## src/rtl/msg_schedule.sv

```systemverilog
// SHA-256 message schedule expander: latches one 512-bit block and streams W0..W63,
// one word per advance strobe, using a 16-word rolling window.
module msg_schedule (
    input  logic         clk,
    input  logic         n_rst,
    input  logic         load,
    input  logic [511:0] block_in,
    input  logic         advance,
    output logic [31:0]  w_out,
    output logic [5:0]   round_idx,
    output logic         w_valid,
    output logic         done
);

    typedef enum logic [1:0] {
        ST_IDLE = 2'd0,
        ST_RUN  = 2'd1,
        ST_DONE = 2'd2
    } state_t;

    state_t      state_r;
    logic [31:0] win_r [16];
    logic [5:0]  round_r;
    logic        w_valid_r;
    logic        done_r;
    logic [31:0] next_word_s;

    function automatic logic [31:0] sigma0(input logic [31:0] x);
        return {x[6:0], x[31:7]} ^ {x[17:0], x[31:18]} ^ {3'b000, x[31:3]};
    endfunction

    function automatic logic [31:0] sigma1(input logic [31:0] x);
        return {x[16:0], x[31:17]} ^ {x[18:0], x[31:19]} ^ {10'b00_0000_0000, x[31:10]};
    endfunction

    // Next schedule word W[t+16] from the window holding W[t..t+15]
    always_comb begin
        next_word_s = 32'h0000_0000;
        next_word_s = sigma1(win_r[14]) + win_r[9] + sigma0(win_r[1]) + win_r[0];
    end

    // Control FSM, rolling window and registered outputs; load always takes priority
    always_ff @(posedge clk or negedge n_rst) begin
        if (!n_rst) begin
            state_r   <= ST_IDLE;
            round_r   <= 6'd0;
            w_valid_r <= 1'b0;
            done_r    <= 1'b0;
            for (int i = 0; i < 16; i++) begin
                win_r[i] <= 32'h0000_0000;
            end
        end else if (load) begin
            state_r   <= ST_RUN;
            round_r   <= 6'd0;
            w_valid_r <= 1'b1;
            done_r    <= 1'b0;
            for (int i = 0; i < 16; i++) begin
                win_r[i] <= block_in[(15 - i) * 32 +: 32];
            end
        end else begin
            case (state_r)
                ST_IDLE: begin
                    w_valid_r <= 1'b0;
                    done_r    <= 1'b0;
                end
                ST_RUN: begin
                    if (advance) begin
                        if (round_r == 6'd63) begin
                            state_r   <= ST_DONE;
                            w_valid_r <= 1'b0;
                            done_r    <= 1'b1;
                        end else begin
                            for (int i = 0; i < 15; i++) begin
                                win_r[i] <= win_r[i + 1];
                            end
                            win_r[15] <= next_word_s;
                            round_r   <= round_r + 6'd1;
                            w_valid_r <= 1'b1;
                            done_r    <= 1'b0;
                        end
                    end else begin
                        w_valid_r <= 1'b1;
                        done_r    <= 1'b0;
                    end
                end
                ST_DONE: begin
                    state_r   <= ST_IDLE;
                    w_valid_r <= 1'b0;
                    done_r    <= 1'b0;
                end
                default: begin
                    state_r   <= ST_IDLE;
                    w_valid_r <= 1'b0;
                    done_r    <= 1'b0;
                end
            endcase
        end
    end

    assign w_out     = win_r[0];
    assign round_idx = round_r;
    assign w_valid   = w_valid_r;
    assign done      = done_r;

endmodule

```

## config.mk

```make
export PLATFORM = sky130hd
export DESIGN_NAME = msg_schedule
export DESIGN_NICKNAME = d
export VERILOG_FILES = /design/src/rtl/msg_schedule.sv
export SDC_FILE = /design/constraint.sdc
export NUM_CORES = 1
export LEC_CHECK = 0
export ABC_CLOCK_PERIOD_IN_PS = 4270
export BUFFER_PORTS_ARGS = -buffer_cell sky130_fd_sc_hd__buf_2
export CORE_MARGIN = 2
export CORE_UTILIZATION = 51
export CTS_BUF_LIST = sky130_fd_sc_hd__clkbuf_16
export DETAILED_ROUTE_END_ITERATION = 7
export PLACE_DENSITY = 0.75
export SLEW_MARGIN = 25
export SYNTH_ARGS = -nofsm -noshare
export SYNTH_HDL_FRONTEND = slang
export SYNTH_SLANG_ARGS = --single-unit
```

## constraint.sdc

```tcl
create_clock -name clk -period 4.27 [get_ports clk]
set_input_delay 0.6405 -clock clk [delete_from_list [all_inputs] [get_ports clk]]
set_output_delay 0.6405 -clock clk [all_outputs]
set_load 0.01 [all_outputs]
```

# After elaboration in Yosys (flattened, before gate mapping)
# Cells that the tools add are included.
dict set report word_totals {
  register_bits 522
  in_bits 516
  wordCells 59
}
dict set report classes {
  add_sub_neg 4
  eq_ne 6
  muxes 20
  bitwise 4
  n_reduce_logical 5
}
# op n
set op_table {}
lappend op_table {{$mux 512} 4}
lappend op_table {{$add 32x32->32} 3}
lappend op_table {{$xor 32x32->32} 2}
lappend op_table {{$xor 32x22->32} 1}
lappend op_table {{$xor 32x29->32} 1}
lappend op_table {{$mux 6} 4}
lappend op_table {{$mux 1} 8}
lappend op_table {{$add 6x1->6 const B} 1}
lappend op_table {{$eq 6x6->1 const B} 1}
lappend op_table {{$mux 2} 3}
lappend op_table {{$ne 3x3->1 const B} 2}
lappend op_table {{$reduce_and 3->1} 2}
lappend op_table {{$ne 2x2->1 const B} 2}
lappend op_table {{$pmux 2 s2} 1}
lappend op_table {{$reduce_bool 2->1} 2}
lappend op_table {{$eq 2x1->1 const B} 1}
lappend op_table {{$logic_not 2->1} 1}

# Logic depth before layout (Yosys ltp)
dict set report depth {
  word_depth 9
  ltp_mapped 16
  ltp_nobuf 15
}

# Least setup slack after synthesis
# Ideal clock, no wire load.
dict set report synth_timing {
  path_kind {register -> register}
  start {register win_r[43] (netlist bit)}
  end {register win_r[31] (netlist bit)}
  setup_time_ps 142
  arrival_time_ps 4046
  t_required_ps 4128
  path_slack_ps 82
  path_stages_with_launch 17
  n_path_buf 1
  period_less_slack_ps 4188
  cell_sequence {dfrtp_1 -> clkbuf_1 -> xor2_1 -> xnor2_1 -> fa_1 -> inv_1 -> fa_1 -> ha_1 -> fa_1 -> a211oi_1 -> o21ai_0 -> a21oi_1 -> a31oi_1 -> a211oi_1 -> o41ai_2 -> xnor2_1 -> o221ai_1}
}
dict set report synth_via {
  elab_chain_len 9
}
# item line_no
set synth_lines {}
lappend synth_lines {{start: declaration} 22} ;# logic [31:0] win_r [16];
lappend synth_lines {{start signal: indexed assignment} 58} ;# win_r[i] <= block_in[(15 - i) * 32 +: 32];
lappend synth_lines {{start signal: indexed assignment} 74} ;# win_r[i] <= win_r[i + 1];
lappend synth_lines {{$xor 32x32->32} 33} ;# return {x[16:0], x[31:17]} ^ {x[18:0], x[31:19]} ^ {10'b00_0000_0000, x[31:10]};
lappend synth_lines {{$xor 32x22->32 (*)} 33}
lappend synth_lines {{$add 32x32->32 (*) (3 in a row)} 39} ;# next_word_s = sigma1(win_r[14]) + win_r[9] + sigma0(win_r[1]) + win_r[0];
lappend synth_lines {{$mux 512 (*)} 68} ;# if (round_r == 6'd63) begin
lappend synth_lines {{$mux 512 (*)} 67} ;# if (advance) begin
lappend synth_lines {{$mux 512 (*)} 61} ;# case (state_r)
lappend synth_lines {{$mux 512 (*)} 52} ;# end else if (load) begin
# Every way passes the cells marked *; elsewhere a longest branch is shown, timed or not. The select of a mux whose other input is x is not followed.
# A chain may end at the register's enable or synchronous reset.

# Worst setup path after layout
dict set report layout_timing {
  start {register win_r[50] (netlist bit)}
  end {register win_r[29] (netlist bit)}
}
# The elaborated chain is that of the path after synthesis.

==> impl_summary.log <==
INFO  metric outcome = complete, no violations
INFO  metric setup.worst_path.start_class = register
INFO  metric ys_warn_count = 0
INFO  metric dpl.cell_count = 3,985
INFO  metric clockBufferDepth = 3
INFO  metric post-route-cell-area = about 34,000 sq um
INFO  metric fp_rows = 86
INFO  metric final_hold_viols = 0
INFO  metric critical_path_sink_type = register
INFO  metric clock-sinks = 522
INFO  metric die_area = 57,280 sq um
INFO  metric final_min_period_over_clock_period = 0.9742
INFO  metric initial_utilization = 0.5147
INFO  metric vias_per_cell = between 5 and 6
INFO  metric yosys_most_used_dff = sky130_fd_sc_hd__dfrtp_1
INFO  metric synth.cell_area = about 28,000 sq um
INFO  metric worst_hold_slack = 0.2018 ns
INFO  metric detailroute.via_count = 23,000
INFO  metric worstMarginPinSlew = just over 1 ns
INFO  metric cp_max_fo = 5
INFO  metric place_congestion = 0.9759
INFO  metric timing.setup.critical_path_class = register to register
INFO  metric synth_top_area_cell = sky130_fd_sc_hd__dfrtp_1
INFO  metric clock_tree_skew_after_final_layout = 0.05618 ns
INFO  metric ff2ff_path_depth = 17
INFO  metric synth.yosys.seq_area_share = 0.4625
INFO  metric synth.top_cell.area_share = 0.4625
INFO  metric num-nets-final = between 3,000 and 4,000
INFO  metric worstPathArrival = roughly 4.7 ns
INFO  metric tritoncts = yes
INFO  metric yosys.cell_count.top_type = sky130_fd_sc_hd__nand2_1
INFO  metric coreArea = 54,880 sq um
INFO  metric synth_async_sr_flop_share = 1.000
INFO  metric gr-usage-met2 = 0.5433
INFO  metric area_growth = 19.57%
INFO  metric filler_cell_count = 4,648
INFO  metric h_tree_depth_reported_by_cts = 2
INFO  metric maxSlewViolCount = 0
INFO  metric io_count = 556
INFO  metric p_int = roughly 0.013 W
INFO  metric detail-route-antenna-nets = 0
INFO  metric antenna_violations_before_repair = 19
INFO  metric timing.critical_path.required = between 4 and 5 ns
INFO  metric synth_area_per_cell = 9.824 sq um
INFO  metric netlist_top_cells_area = sky130_fd_sc_hd__dfrtp_1 (46%), sky130_fd_sc_hd__mux2i_1 (17%), sky130_fd_sc_hd__o21ai_0 (9.1%)
INFO  metric achievable-frequency = 240.4 MHz
INFO  metric final_critical_path_required_period = 4.160 ns
INFO  metric clockPowerShare = 0.201
INFO  metric iteration_0_drc_count_of_the_detailed_router = 1,951
INFO  metric grt_pass1_wl = 142,000 um
INFO  metric min_path_type = primary input to register
INFO  metric grt_pass1_vias = 22,150
INFO  metric global_route.usage.total = 0.3404
INFO  metric timing.slew.headroom = 0.3125
INFO  metric power_density = 670.2 nW/um^2
INFO  metric drive_gt1_frac = 0.2306
INFO  metric routed_wl = roughly 98,000 um
INFO  metric clock-root-buffer = sky130_fd_sc_hd__clkbuf_16
INFO  metric finalWorstSetupSlack = 0.1102 ns
INFO  metric die_width = 239.3 um
INFO  metric power_dissipated_by_switching_net_loads = around 0.0093 W
INFO  metric drt-pass1-iter-count = 7
INFO  metric post_synth_inst_count = roughly 2,900
INFO  metric synth-edff-count = 0
INFO  metric hpwl = roughly 77,000 um
INFO  metric globalRouteOverflowTotal = 0
INFO  metric path_clk_slew = 0.07 ns
INFO  metric static-leakage-power = 16.91 nW
INFO  metric synth_seq_cells = around 520
INFO  metric dpl_cell_area = 31,820 sq um
INFO  metric max-cap-violations = 0
INFO  metric die_h = approximately 240 um
INFO  metric grt_setup_unrepaired = true
INFO  metric grt_max_degree = 271
INFO  metric post_synth_net_total = 3,485
INFO  metric routed_wire_length_per_instance = about 24 um
INFO  metric placement.io_buffers = 555
INFO  metric layout.cells.non_filler = 4,102
INFO  metric share_comb_of_total_power = 0.516
INFO  metric worstHoldPathCells = 3
INFO  metric cts-buffers-inserted = 54
INFO  metric grt.met3_usage = 0.05451
INFO  metric grt_most_used_layer = met2
INFO  metric drc_errors = 0
INFO  metric final_core_utilization = 0.6154
INFO  metric clk-insertion-delay-late = between 0.6 and 0.7 ns
INFO  metric synth_cell_types = between 50 and 60
INFO  metric switching_share = 0.4108
INFO  metric power.ir.vdd_worst = 0.5205 mV
INFO  metric synth_cell_count_leaders = sky130_fd_sc_hd__nand2_1 (540), sky130_fd_sc_hd__dfrtp_1 (522), sky130_fd_sc_hd__o21ai_0 (513)
INFO  metric setup_viol = 0
INFO  metric placement.setup.worst_slack = -0.2493 ns
INFO  metric p_seq_frac = 0.283
INFO  metric gr-usage-met1 = 0.4817
-- power groups by stage --
stage                     Clock [W]  Combinational, W  Sequential [W]
final                       0.00454            0.0117         0.00641
after global routing        0.00480            0.0127         0.00644
after CTS                   0.00460            0.0108         0.00637
after detailed placement          0            0.0106         0.00646
after global placement            0            0.0106         0.00645
after floorplan                   0           0.00667         0.00600
-- cell usage in the layout (no fill, tap or decap), drive strengths merged, types with 3 or more instances in the layout --
master  count
a211oi      7
a21o       11
a21oi      45
a221oi      3
a31oi       6
a41oi       3
and3        3
and4        3
buf       671
bufinv      3
clkbuf     54
clkinv     28
dfrtp     522
diode      11
fa         62
ha         32
inv       138
mux2i     487
nand2     540
nand3       9
nand4      11
nor2       31
nor3       11
nor3b       3
o21ai     516
o21bai      5
o221ai      8
xnor2      91
xor2       56
-- what timing repair did --
item                                    4_1_cts  5_1_grt
hold buffers                                  1        0
pin swaps                                     6       19
gates resized for setup                       7       33
endpoints found under the setup margin       15       20
endpoints found under the hold margin        28        0
buffers inserted                              1        6
-- sequential cells by signal, indices dropped and copies added (netlist names) --
name / count
w_out: 32
win_r: 480
done: 1
w_valid: 1
round_idx: 6
state_r: 2
-- cell families after synthesis --
logic type,count (synthesis),synth area share
compound gates,619,0.1169
xor+xnor,147,0.04559
fa+ha+maj,94,0.05812
buf+inv,384,0.05719
flops,522,0.4625
mux,489,0.1734
simple gates,620,0.08634
-- layout make-up --
cell class	count	area, sq um	area share
multi-input cells	1969	13760	0.4075
flip-flops and latches	522	13070	0.3869
repair buffers	672	3886	0.1151
clock buffers	54	1351	0.04001
well taps	704	880.8	0.02608
inverters	126	473.0	0.01400
clock inverters	44	324.1	0.009596
diodes	11	27.53	0.0008151
-- worst paths after layout --
kind                            slack [ns]                     end              startpoint
worst max-delay path                  0.11   win_r[29]$_DFFE_PN0P_   win_r[50]$_DFFE_PN0P_
worst min-delay path                  0.20  win_r[121]$_DFFE_PN0P_           block_in[121]
worst max register to register        0.11   win_r[29]$_DFFE_PN0P_   win_r[50]$_DFFE_PN0P_
worst min register to register        0.57  win_r[378]$_DFFE_PN0P_  win_r[346]$_DFFE_PN0P_
max in group asynchronous             2.52  win_r[246]$_DFFE_PN0P_                   n_rst
min in group asynchronous             0.58   win_r[12]$_DFFE_PN0P_                   n_rst
-- stage by stage --
| stage | TNS (ns) | total power, W |
|---|---|---|
| 2_1_floorplan | 0 | 0.01267 |
| 3_3_place_gp | -0.5798 | 0.01706 |
| 3_5_place_dp | -1.120 | 0.01705 |
| 4_1_cts | 0 | 0.02174 |
| 5_1_grt | -0.2094 | 0.02390 |
| 6_report | 0 | 0.02264 |
-- critical path, stage by stage, from the launching register on --
cell and delay (ns):
sky130_fd_sc_hd__dfrtp_2 0.46, sky130_fd_sc_hd__xor2_2 0.16, sky130_fd_sc_hd__xnor2_1 0.15, sky130_fd_sc_hd__fa_1 0.50, sky130_fd_sc_hd__inv_2 0.04, sky130_fd_sc_hd__fa_1 0.52
sky130_fd_sc_hd__ha_4 0.19, sky130_fd_sc_hd__fa_2 0.37, sky130_fd_sc_hd__a211oi_4 0.29, sky130_fd_sc_hd__o21ai_2 0.08, sky130_fd_sc_hd__a21oi_2 0.19, sky130_fd_sc_hd__buf_6 0.15
sky130_fd_sc_hd__o21ai_4 0.09, sky130_fd_sc_hd__a31oi_4 0.26, sky130_fd_sc_hd__a31oi_4 0.14, sky130_fd_sc_hd__buf_4 0.18, sky130_fd_sc_hd__a31oi_1 0.14, sky130_fd_sc_hd__o21ai_0 0.10
-- per-layer routing --
metal / vias up / part of all wire / wire [um]
li1: 10600 / - / -
met1: 11310 / 0.44 / 42720
met2: 921 / 0.47 / 45760
met3: 153 / 0.069 / 6735
met4: 8 / 0.028 / 2731
met5: - / 0.00053 / 52
(Power assumes the default switching activity.)
